--- src/rtl/slow_to_fast_bridge.sv ---
// Carries words produced on a divided-rate clock enable into a full-rate
// valid/ready stream through a small first-word-fall-through FIFO.
module slow_to_fast_bridge #(
  parameter int WIDTH = 32,
  parameter int DIV   = 2,
  parameter int DEPTH = 4
) (
  input  logic                       clk1x,
  input  logic                       rst,
  output logic                       ce_slow,
  input  logic                       s_valid,
  input  logic [WIDTH-1:0]           s_data,
  output logic                       m_valid,
  input  logic                       m_ready,
  output logic [WIDTH-1:0]           m_data,
  output logic [$clog2(DEPTH+1)-1:0] level,
  output logic                       overflow
);

  localparam int CW = $clog2(DIV);
  localparam int AW = $clog2(DEPTH);
  localparam int LW = $clog2(DEPTH+1);

  logic [CW-1:0]    div_cnt_q, div_cnt_d;
  logic [AW-1:0]    wr_ptr_q, wr_ptr_d;
  logic [AW-1:0]    rd_ptr_q, rd_ptr_d;
  logic [LW-1:0]    level_q, level_d;
  logic             overflow_q, overflow_d;
  logic [WIDTH-1:0] mem_q [DEPTH];

  logic full;
  logic push;
  logic pop;
  logic drop;

  always_comb begin
    ce_slow   = (div_cnt_q == CW'(DIV-1));
    full      = (level_q == LW'(DEPTH));
    pop       = (level_q != '0) & m_ready;
    push      = ce_slow & s_valid & (!full | pop);
    drop      = ce_slow & s_valid & full & !pop;
    div_cnt_d = ce_slow ? '0 : div_cnt_q + 1'b1;
    wr_ptr_d  = push ? wr_ptr_q + 1'b1 : wr_ptr_q;
    rd_ptr_d  = pop ? rd_ptr_q + 1'b1 : rd_ptr_q;
    // push and pop together on a full FIFO leave level unchanged
    level_d    = level_q + LW'(push) - LW'(pop);
    overflow_d = overflow_q | drop;
  end

  always_ff @(posedge clk1x) begin
    if (rst) begin
      div_cnt_q  <= '0;
      wr_ptr_q   <= '0;
      rd_ptr_q   <= '0;
      level_q    <= '0;
      overflow_q <= 1'b0;
    end else begin
      div_cnt_q  <= div_cnt_d;
      wr_ptr_q   <= wr_ptr_d;
      rd_ptr_q   <= rd_ptr_d;
      level_q    <= level_d;
      overflow_q <= overflow_d;
    end
  end

  always_ff @(posedge clk1x) begin
    if (!rst && push) begin
      mem_q[wr_ptr_q] <= s_data;
    end
  end

  assign m_valid  = (level_q != '0);
  assign m_data   = mem_q[rd_ptr_q];
  assign level    = level_q;
  assign overflow = overflow_q;

endmodule

--- config.mk ---
export PLATFORM = sky130hd
export DESIGN_NAME = slow_to_fast_bridge
export DESIGN_NICKNAME = d
export VERILOG_FILES = /design/src/rtl/slow_to_fast_bridge.sv
export SDC_FILE = /design/constraint.sdc
export NUM_CORES = 1
export LEC_CHECK = 0
export ABC_CLOCK_PERIOD_IN_PS = 3500
export CAP_MARGIN = 20
export CORE_MARGIN = 2
export CORE_UTILIZATION = 37
export DETAILED_ROUTE_END_ITERATION = 8
export GPL_TIMING_DRIVEN = 0
export HOLD_SLACK_MARGIN = 0.15
export PLACE_DENSITY = 0.59
export SLEW_MARGIN = 20
export SYNTH_ARGS = -nofsm -noshare
export SYNTH_HDL_FRONTEND = slang
export SYNTH_SLANG_ARGS = --single-unit
--- constraint.sdc ---
create_clock -name clk1x -period 3.5 [get_ports clk1x]
set_input_delay 0.525 -clock clk1x [delete_from_list [all_inputs] [get_ports clk1x]]
set_output_delay 0.525 -clock clk1x [all_outputs]
set_load 0.02 [all_outputs]
==> flow_metrics.py, run 1 <==
metrics = {
    "drt": {
        "wl_met2_mm": 4.555,
        "wl_met1_mm": 3.787,
        "vias_per_cell": 4.769,
        "drc": 0,
        "dr.max_layer_used": "met4",
        "drt_iter0_markers": 170,
        "drt_pass1_iterations": 4,
        "met3_length_um": 482,
        "drt-total-wl_mm": 8.968,
        "wl_per_cell_um": 17.58,
        "antenna_left": 0,
        "num_vias": 2432,
    },
    "finish": {
        "seqCellArea_um2": 4064,
        "nets": 359,
        "fill_cells": 1168,
        "drive_above_1_share_pct": 24.24,
        "syn_to_final_growth_pct": 32.00,
        "antennaDiodeCount": 0,
        "multi_input_area_um2": 1033,
        "stdcell_count": 510,
    },
    "worst_hold_path": {
        "min_from": "ce_slow",
        "hp-class": "register to register",
        "whs_endpoint": "ce_slow",
        "min_path_cells": 1,
    },
    "global_routing": {
        "grt_pass1_wl_mm": 13.93,
        "grt_usage_pct": 13.26,
        "grt_pass1_vias": 2650,
        "antenna_found_initial": 0,
        "grt_start_max_net_pins": 20,
        "gr-total-overflow": 0,
    },
    "floorplanning": {
        "fp.coreArea_um2": 13720,
        "rows": 43,
        "die_y_um": 121.9,
        "ioPinCount": 74,
        "die-area_um2": 14870,
        "die_x_um": 121.9,
        "start_util_pct": 37.51,
    },
    "sta": {
        "rsz0062_at_grt": "no",
        "setup-tns-final_ps": 0,
        "max_slew_margin_pct": 55.24,
        "finalSetupViolCount": 0,
        "finalMaxSlewViolations": 0,
        "skew_ps": 5.334,
        "tightest_slew_ps": 671.4,
        "fin_crit_ps": 2908,
        "finalHoldViolations": 0,
        "max_freq_mhz": 343.8,
        "timing.final.crit_share_pct": 83.10,
    },
    "worst_setup_path": {
        "critPathRequiredTime_ps": 2970,
        "worstPathBufferInverterCount": 2,
        "r2r_end": "level[2]",
        "end_kind": "output port",
        "worst_ep_arrival_time_ps": 2380,
        "path_cells": "buf_1 -> mux4_2 -> clkdlybuf4s50_1",
        "reg2reg_depth": 9,
        "crit_path_max_incr_delay_ps": 560,
        "critPathTopFamily": "buffers and inverters",
        "critPathSlowestCell": "clkdlybuf4s50_1",
        "critPathMaxFanout": 10,
        "rrSetupSlack_ps": 1300,
        "start_kind": "register",
        "r2r-start": "level[1]",
        "crit_type": "register to output port",
    },
    "yosys": {
        "synth_edf_count": 128,
        "syn_inst": 221,
        "syn-num-nets": 263,
        "ys_top_cells_by_area": "edfxtp_1 75%, mux4_2 14%, dfxtp_1 4.3%",
        "yosys_warnings": 0,
        "synthFlopType": "edfxtp_1",
        "seq_area_frac_synth_pct": 78.97,
        "synth.cells.most_frequent": "128 x edfxtp_1, 32 x mux4_2, 11 x dfxtp_1",
        "yosysTopAreaCell": "edfxtp_1",
        "synth.most_common_cell": "edfxtp_1",
        "syn_avg_cell_area_um2": 23.29,
        "synth.cell_area_um2": 5146,
        "async_flop_share_pct": 0,
        "synth_seq_cells": 139,
        "synth_top_area_share_pct": 74.69,
        "ys_types": 26,
    },
    "placement": {
        "port-buffer-count": 73,
        "placed_cells": 478,
        "dp_hpwl_mm": 5.617,
        "place.gp.congestion": 0.6863,
    },
    "clock_network": {
        "cts_tree": "yes",
        "insertion_delay_ps": 410,
        "cts_max_path_buffers": 2,
        "cts_setup_buffers": 0,
        "clockRootBuffer": "clkbuf_16",
        "path_clk_slew_ps": 50,
        "clock-sinks": 139,
        "cts_resized": 0,
        "cts_buffers": 17,
        "h-tree-depth": 4,
        "cts_hold_buf": 0,
    },
    "power_and_ir_drop": {
        "power_density_nw_per_um2": 692.2,
        "worst_ir_drop_vdd_mv": 0.4747,
        "leakagePower_uw": 0.002181,
    },
    "run": {
        "drv_cap": 0,
    },
    "run_status": {
        "status": "completed",
    },
}
-- flip-flops by register name, summed over array words and instances (netlist names), named ones only --
signal / cells
mem_q: 128
level: 3
rd_ptr_q: 2
ce_slow: 1
wr_ptr_q: 2
overflow: 1
-- cells in the final DEF (no fill, tap or decap), drive strengths merged, types with 2 or more instances in the layout --
| cell type | synthesis | layout |
|---|---|---|
| xor2 | 3 | 3 |
| ha | 5 | 5 |
| inv | 3 | 4 |
| nand2b | 2 | 2 |
| nor3 | 2 | 2 |
| bufinv | 0 | 2 |
| nor2 | 11 | 11 |
| edfxtp | 128 | 128 |
| clkbuf | 1 | 18 |
| mux4 | 32 | 32 |
| buf | 7 | 11 |
| clkinv | 0 | 8 |
| clkdlybuf4s50 | 0 | 73 |
| dfxtp | 11 | 11 |
| and2 | 5 | 5 |
| clkinvlp | 0 | 4 |
-- power breakdown --
group / switching [µW] / internal, µW
combinational: 506 / 582
clock: 661 / 1040
sequential: 44.7 / 1870
total: 1210 / 3490
-- metrics by stage --
step	utilization (%)	hold WS [ps]	instance area (µm²)	worst slack [ps]	power [µW]
after global placement	44.48	437.3	6102	68.68	3046
after global routing	49.51	498.4	6793	460.5	4908
after detailed placement	45.32	448.1	6217	713.1	3054
after CTS	49.51	469.1	6793	504.7	4773
after floorplan	-	480.7	5146	1305	2607
final	49.51	463.3	6793	591.6	4702
-- metal layers --
metal	GRT usage, %	up-vias
met1	15.68	1254
li1	-	1101
met4	5.603	0
met5	0	-
met3	5.009	15
met2	21.79	62
-- worst reg2reg max path, stage by stage (launching register included) --
cell and delay (ps):
dfxtp_1 410, nor4b_4 390, nor2_2 130, xnor2_1 160
ha_1 160, inv_1 50, fa_1 370, xor2_1 160
and2_1 170, nor3_1 140
-- area by class of cell --
cell class / instances / area share [%]
buffer: 8 / 0.6263
clock buffer: 17 / 6.263
clock inverter: 15 / 2.210
inverter: 3 / 0.1658
multi-input combinational: 71 / 15.21
sequential: 139 / 59.83
tap: 180 / 3.316
timing repair buffer: 77 / 12.38
-- kinds of logic (layout without fill, tap and decap cells) --
group / after synthesis / in the layout / synth area share, %
XOR/XNOR: 4 / 4 / 0.6809
flip-flops: 139 / 139 / 78.97
AO/OA/AOI/OAI: 3 / 3 / 0.5350
AND/OR/NAND/NOR: 24 / 24 / 2.675
adder cells (fa/ha/maj): 6 / 6 / 1.605
buffers and inverters: 11 / 120 / 1.045
multiplexers: 34 / 34 / 14.49
-- worst max-delay path by stage --
stage                              to  startpoint  depth (start not counted)  slack [ps]
after detailed placement     level[2]     m_ready                         10         710
final                      m_data[13]    register                          3         590
after global routing       m_data[13]    register                          3         460
after global placement    mem_q[0][5]     m_ready                          4          70
after floorplan           mem_q[0][0]    level[1]                          3        1310
after CTS                   m_data[2]    register                          3         500
(Power assumes the default switching activity.)
==> run 2, diff against run 1 <==
--- a/config.mk
+++ b/config.mk
@@ -5,14 +5,14 @@
 export SDC_FILE = /design/constraint.sdc
 export NUM_CORES = 1
 export LEC_CHECK = 0
-export ABC_CLOCK_PERIOD_IN_PS = 3500
+export ABC_CLOCK_PERIOD_IN_PS = 2350
 export CAP_MARGIN = 20
 export CORE_MARGIN = 2
 export CORE_UTILIZATION = 37
 export DETAILED_ROUTE_END_ITERATION = 8
 export GPL_TIMING_DRIVEN = 0
 export HOLD_SLACK_MARGIN = 0.15
-export PLACE_DENSITY = 0.59
+export PLACE_DENSITY = 0.61
 export SLEW_MARGIN = 20
 export SYNTH_ARGS = -nofsm -noshare
 export SYNTH_HDL_FRONTEND = slang
==> constraint.sdc (replaced) <==
create_clock -name clk1x -period 2.35 [get_ports clk1x]
set_input_delay 0.3525 -clock clk1x [delete_from_list [all_inputs] [get_ports clk1x]]
set_output_delay 0.3525 -clock clk1x [all_outputs]
set_load 0.02 [all_outputs]
==> flow_metrics.py, run 2 (same netlist as run 1, synthesis figures left out) <==
metrics = {
    "drt": {
        "drc": 0,
        "num_vias": 2432,
        "drt_iter0_markers": 132,
        "drt_pass1_iterations": 4,
        "wl_per_cell_um": 17.69,
        "antenna_left": 0,
        "vias_per_cell": 4.769,
        "drt-total-wl_mm": 9.021,
    },
    "sta": {
        "setup-tns-final_ps": 0,
        "max_freq_mhz": 441.4,
        "layout_setup_ws_ps": 84.22,
        "finalSetupViolCount": 0,
        "tightest_slew_ps": 539.4,
        "whs_ps": 452.6,
        "timing.final.crit_share_pct": 96.42,
        "skew_ps": 6.080,
        "max_slew_margin_pct": 64.04,
        "finalHoldViolations": 0,
        "finalMaxSlewViolations": 0,
        "rsz0062_at_grt": "yes",
        "fin_crit_ps": 2266,
    },
    "power_and_ir_drop": {
        "clockPowerShare_pct": 36.1,
        "power_frac_seq_pct": 41.1,
        "switching_share_pct": 25.71,
        "switching_power_uw": 1778,
        "p_int_uw": 5137,
        "pwr-share-comb_pct": 22.8,
        "worst_ir_drop_vdd_mv": 0.4771,
        "power_density_nw_per_um2": 1018,
        "leakagePower_uw": 0.002237,
    },
    "clock_network": {
        "insertion_delay_ps": 410,
        "cts_tree": "yes",
        "cts_buffers": 17,
        "h-tree-depth": 4,
        "clock-sinks": 139,
        "cts_max_path_buffers": 2,
        "cts_hold_buf": 0,
        "cts_setup_buffers": 0,
        "path_clk_slew_ps": 60,
        "clockRootBuffer": "clkbuf_16",
    },
    "worst_setup_path": {
        "path_cells": "buf_4 -> buf_12 -> mux4_2 -> dlygate4sd2_1",
        "critPathSlowestCell": "mux4_2",
        "critPathTopFamily": "buffers and inverters",
        "crit_path_max_incr_delay_ps": 510,
        "r2r-start": "level[2]",
        "worstPathBufferInverterCount": 3,
        "critPathMaxFanout": 10,
        "reg2reg_depth": 9,
        "crit_type": "register to output port",
        "crit_cells": 4,
        "r2r_end": "level[2]",
        "end_kind": "output port",
        "rrSetupSlack_ps": 220,
        "start_kind": "register",
        "worst_ep_arrival_time_ps": 1910,
        "critPathRequiredTime_ps": 2000,
        "crit_end": "m_data[17]",
    },
    "floorplanning": {
        "rows": 43,
        "fp.coreArea_um2": 13720,
        "start_util_pct": 37.51,
        "ioPinCount": 74,
        "die_y_um": 121.9,
        "die-area_um2": 14870,
        "die_x_um": 121.9,
    },
    "finish": {
        "largest_register_ffs": 128,
        "nets": 359,
        "regMostFlops": "mem_q",
        "antennaDiodeCount": 0,
        "stdcell_count": 510,
        "final_cell_mix": "128 x edfxtp_1, 41 x clkdlybuf4s50_1, 32 x mux4_2",
        "layout_commonest_cell": "edfxtp_1",
        "syn_to_final_growth_pct": 32.00,
        "drive_above_1_share_pct": 24.85,
    },
    "global_routing": {
        "antenna_found_initial": 0,
        "grt_pass1_vias": 2628,
        "grt_usage_pct": 13.25,
        "grt_pass1_wl_mm": 13.80,
        "grt_start_max_net_pins": 18,
        "gr-total-overflow": 0,
    },
    "worst_hold_path": {
        "hp-class": "register to register",
    },
    "placement": {
        "dp_hpwl_mm": 5.794,
        "placed_cells": 478,
        "port-buffer-count": 73,
        "pre_cts_ws_ps": -243.6,
        "place.gp.congestion": 0.6864,
    },
    "run": {
        "drv_cap": 0,
    },
    "run_status": {
        "status": "completed",
    },
}
-- run 2: worst min-delay path by stage --
| stage | endpoint | cells past startpoint | slack, ps | from |
|---|---|---|---|---|
| 2_1_floorplan | mem_q[0][0] | 0 | 450 | s_data[0] |
| 3_3_place_gp | ce_slow | 1 | 440 | ce_slow |
| 3_5_place_dp | ce_slow | 1 | 450 | ce_slow |
| 4_1_cts | ce_slow | 1 | 460 | ce_slow |
| 5_1_grt | ce_slow | 1 | 500 | ce_slow |
| 6_report | ce_slow | 1 | 450 | ce_slow |
-- run 2: timing repair --
item | CTS | global route
resized for setup | 42 | 14
pin swaps | 0 | 1
endpoints found under the setup margin | 31 | 23
-- run 2: cell type report --
type                    instances  area (µm²)
fillers                      1159        6927
flip-flops and latches        139        4064
multi-input cells              71        1033
repair buffers                 77       812.0
clock buffers                  19       432.9
well taps                     180       225.2
clock inverters                13       127.6
plain buffers                   8       86.33
inverters                       3       11.26
-- run 2: routing by layer --
layer  wire length (µm)  up-vias  global-route usage (%)
met4                154        0                   5.819
li1                   -     1109                       -
met2               4625       62                   22.21
met3                453       12                   4.869
met1               3788     1249                   15.27
met5                  0        -                       0
-- run 2: per-stage QoR --
step	util, %	power [µW]	cell area [µm²]
floorplan	-	3883	5146
global placement	44.48	4539	6102
detailed placement	45.32	4562	6217
CTS	49.37	7008	6773
global route	49.51	7233	6793
finish	49.51	6915	6793
-- run 2: power groups by stage --
stage	clock, µW	combinational [µW]	sequential [µW]
global placement	0	1640	2900
floorplan	0	972	2910
detailed placement	0	1660	2900
global route	2670	1700	2860
CTS	2570	1590	2850
finish	2490	1580	2840
==> patch 1: new RTL, settings of run 2 <==
The parameter `WIDTH` goes from 32 to 40.
--- a/src/rtl/slow_to_fast_bridge.sv
+++ b/src/rtl/slow_to_fast_bridge.sv
@@ -1,7 +1,7 @@
 // Carries words produced on a divided-rate clock enable into a full-rate
 // valid/ready stream through a small first-word-fall-through FIFO.
 module slow_to_fast_bridge #(
-  parameter int WIDTH = 32,
+  parameter int WIDTH = 40,
   parameter int DIV   = 2,
   parameter int DEPTH = 4
 ) (
Interface: changed (resized m_data and s_data); port bits go from 74 to 90. No check against the original RTL was run, so the function may have changed too.
==> patch 1 against run 2 <==
Power grew 16%; register-to-register slack lost 0.07 ns; area after synthesis grew 22%; wire length grew 23%; design area grew 18%; sequential cell count grew 32; clock power grew 9.6%; worst setup slack gained 0.018 ns; critical path type unchanged.
==> patch 1: results (changes against run 2) <==
| Group | Quantity | Reported | Change |
|:---|:---|:---|:---|
| cells and area | Number of flip-flops in the largest register | 160 | was 128 |
| global route | Largest net degree at the start of global routing | 41 | was 18 |
| critical path | Longest individual stage delay on the worst path | 0.53 ns | was 0.51 ns |
| placed design | Gpl congestion | 0.643 | was 0.686 |
| placed design | Count of input and output buffers | 89 | was 73 |
| sta | Transition time at the pin with the least slew margin | 0.678 ns | was 0.539 ns |
| global route | Vias in the first global route | 3092 | was 2628 |
| power and ir drop | Internal Pwr Total | 5.93 mW | was 5.14 mW |
| cells and area | Layout cell share with drive strength beyond 1 | 0.232 | was 0.248 |
| status | Run status | finished clean | unchanged |
| detailed routing | Total wire length after detailed routing | 11.1 mm | was 9.02 mm |
| cells and area | Post-layout nets | 420 | was 359 |
| power and ir drop | Power density of the placed cells | 1000 nW/um^2 | was 1020 nW/um^2 |
| synthesis | Post-synthesis compound-gate area fraction | 0.00437 | was 0.00535 |
| placed design | Area post-placement | 7470 sq um | was 6220 sq um |
| detailed routing | Initial DRC Count | 243 | was 132 |
| global route | Overall routing resource usage | 0.131 | was 0.132 |
| synthesis | Synthesized netlist net count | 313 | was 263 |
| global route | Global-route wire length before repair | 17.1 mm | was 13.8 mm |
| power and ir drop | Power attributed to the clock group | 2.73 mW | was 2.49 mW |
| power and ir drop | Part of the power in registers | 0.436 | was 0.411 |
| synthesis | XOR/XNOR share of the synthesized area | 0.00556 | was 0.00681 |
| placed design | Number of cells in the design after placement | 572 | was 478 |
| placed design | DP Worst Slack | -0.250 ns | was -0.244 ns |
| cells and area | Filler cell count in the final layout | 1394 | was 1159 |
| sta | Final worst clock skew | 0.00599 ns | was 0.00608 ns |
| synthesis | EDFF count, synth | 160 | was 128 |
| synthesis | Multiplexer area fraction after synthesis | 0.147 | was 0.145 |
| critical path | Slack of the worst reg-to-reg path | 0.15 ns | was 0.22 ns |
patch 1: changes by cell type in the layout (fill, tap and decap cells not counted), sizes merged:
cell,before,now
clkbuf,21,24
mux4,32,40
clkdlybuf4s15,9,0
clkdlybuf4s50,41,49
clkinvlp,5,3
clkinv,6,4
buf,11,4
dlygate4sd2,21,40
edfxtp,128,160
inv,3,7
dlymetal6s2s,1,0
patch 1: worst max-delay path by stage:
| stage | startpoint | endpoint | slack, ns | cells past startpoint |
|---|---|---|---|---|
| 3_5_place_dp | m_ready | mem_q[2][29]$_DFFE_PP_ | -0.25 | 4 |
| 5_1_grt | level[1]$_SDFF_PP0_ | level[2]$_SDFF_PP0_ | -0.003 | 9 |
| 4_1_cts | flop | m_data[11] | 0.006 | 3 |
| 3_3_place_gp | m_ready | mem_q[0][29]$_DFFE_PP_ | -0.52 | 4 |
| 2_1_floorplan | level[1]$_SDFF_PP0_ | level[2]$_SDFF_PP0_ | 0.24 | 9 |
| 6_report | flop | m_data[35] | 0.10 | 3 |
patch 1: layer usage:
| metal | GRT usage | up-vias | routed length [microns] |
|---|---|---|---|
| met5 | 0 | - | 0 |
| met4 | 0.0550 | 0 | 174 |
| met3 | 0.0409 | 15 | 496 |
| met2 | 0.212 | 70 | 5460 |
| met1 | 0.165 | 1489 | 4940 |
| li1 | - | 1311 | - |
patch 1: final cells by class:
cell class              count  area (sq um)  share of cell area
flip-flops and latches    171          5030               0.625
multi-input cells          79          1220               0.152
repair buffers             89           841               0.105
clock buffers              19           443              0.0551
well taps                 220           275              0.0342
clock inverters            13           141              0.0176
plain buffers               9          76.3             0.00949
inverters                   3          11.3             0.00140
patch 1: repair_timing:
item / CTS / global route
pin swaps: 0 / 1
cloned: 0 / 0
setup buffers: 0 / 0
resized for setup: 49 / 4
setup endpoints to repair: 40 / 112
==> patch 2: new RTL, settings of run 2 <==
Made on the original files. Put one more register stage on the output `level`, cleared by the reset. The value now appears one clock later. The other outputs are not delayed to match.
--- a/src/rtl/slow_to_fast_bridge.sv
+++ b/src/rtl/slow_to_fast_bridge.sv
@@ -71,7 +71,13 @@
 
   assign m_valid  = (level_q != '0);
   assign m_data   = mem_q[rd_ptr_q];
-  assign level    = level_q;
+  always_ff @(posedge clk1x) begin
+    if (rst) begin
+      level <= '0;
+    end else begin
+      level <= level_q;
+    end
+  end
   assign overflow = overflow_q;
 
 endmodule
Function: changed (Yosys sat finds a counterexample within 4 cycles, from zero or initial values and one cycle with rst high).
==> patch 2 against run 2 <==
Critical path depth unchanged; worst setup slack worse by 0.031 ns; highest routed layer unchanged; area after synthesis up 1.5%; power about the same; wire length up 0.73%; largest power group unchanged; worst hold slack better by 0.018 ns; design area up 0.74%; sequential cell count up 3; synthesized cell count up 2.7%.
==> patch 2: results (changes against run 2) <==
| Group | Quantity | Reported | Change |
|:---|:---|:---|:---|
| synthesis | Multiplexer area fraction after synthesis | 0.143 | was 0.145 |
| critical path | Reg-to-reg endpoint | level_q[2]$_SDFF_PP0_ | was level[2]$_SDFF_PP0_ |
| placed design | Number of cells in the design after placement | 484 | was 478 |
| global route | Overall routing resource usage | 0.135 | was 0.132 |
| critical path | Data arrival time of the worst path | 1.94 ns | was 1.91 ns |
| placed design | DP Worst Slack | -0.201 ns | was -0.244 ns |
| detailed routing | Total wire length after detailed routing | 9.09 mm | was 9.02 mm |
| critical path | Longest individual stage delay on the worst path | 0.54 ns | was 0.51 ns |
| cts | CTS resizes | 41 | was 42 |
| power and ir drop | VDD IR max | 0.546 mV | was 0.477 mV |
| sta | Upper clock frequency limit | 0.435 GHz | was 0.441 GHz |
| power and ir drop | Pleak | 2.27 nW | was 2.24 nW |
| placed design | Gpl congestion | 0.728 | was 0.686 |
| cells and area | Filler cell count in the final layout | 1139 | was 1159 |
| synthesis | Sequential element share of the synthesized area | 0.789 | was 0.790 |
| placed design | Detailed-placement wirelength estimate | 5.79 mm | about the same |
| critical path | Critical Path Sink | m_data[23] | was m_data[17] |
| synthesis | XOR/XNOR share of the synthesized area | 0.00670 | was 0.00681 |
| synthesis | Post-synthesis compound-gate area fraction | 0.00527 | was 0.00535 |
| power and ir drop | Psw | 1.77 mW | was 1.78 mW |
| sta | Worst slew margin relative to its limit | 0.661 | was 0.640 |
| synthesis | Number of cells produced by synthesis | 227 | was 221 |
| placed design | Area post-placement | 6300 sq um | was 6220 sq um |
| detailed routing | Avg WL per Cell | 17.6 microns | was 17.7 microns |
| status | Run status | finished clean | unchanged |
| cells and area | Post-layout nets | 365 | was 359 |
| sta | Final worst clock skew | 0.00360 ns | was 0.00608 ns |
| global route | Global-route wire length before repair | 14.5 mm | was 13.8 mm |
| critical path | Startpoint of the most critical register-to-register path | level_q[1]$_SDFF_PP0_ | was level[2]$_SDFF_PP0_ |
-- patch 2: cell count changes in the layout (fill, tap and decap cells not counted) --
cell                                     run 2  this run
sky130_fd_sc_hd__nor2b_1                     1         4
sky130_fd_sc_hd__buf_12                      3         0
sky130_fd_sc_hd__clkinv_1                    0         3
sky130_fd_sc_hd__clkbuf_2                    1         0
sky130_fd_sc_hd__clkdlybuf4s15_1             9         0
sky130_fd_sc_hd__dlygate4sd2_1              21        31
sky130_fd_sc_hd__clkbuf_1                    3         2
sky130_fd_sc_hd__clkinv_4                    0         1
sky130_fd_sc_hd__buf_8                       0         3
sky130_fd_sc_hd__dfxtp_1                    11        14
sky130_fd_sc_hd__clkinvlp_4                  5         4
sky130_fd_sc_hd__clkinv_2                    6         3
-- patch 2: per-layer routing --
metal	up-vias	share of wire	GRT usage
met4	0	0.019	0.0603
met5	-	0	0
met3	16	0.047	0.0423
li1	1123	-	-
met1	1272	0.45	0.175
met2	62	0.49	0.209
-- patch 2: power by group through the flow --
stage / Clock (mW) / Combinational, mW / Sequential, mW
after floorplan: 0 / 0.980 / 2.97
after global placement: 0 / 1.63 / 2.97
after detailed placement: 0 / 1.64 / 2.96
after CTS: 2.56 / 1.56 / 2.91
after global routing: 2.65 / 1.65 / 2.92
final: 2.49 / 1.51 / 2.91
-- patch 2: area by class of cell --
| cell class | count | share of cell area |
|---|---|---|
| Sequential cell | 142 | 0.603 |
| Multi-Input combinational cell | 74 | 0.154 |
| Timing Repair Buffer | 77 | 0.118 |
| Clock buffer | 18 | 0.0627 |
| Tap cell | 180 | 0.0329 |
| Clock inverter | 13 | 0.0183 |
| Buffer | 8 | 0.0104 |
| Inverter | 3 | 0.00165 |
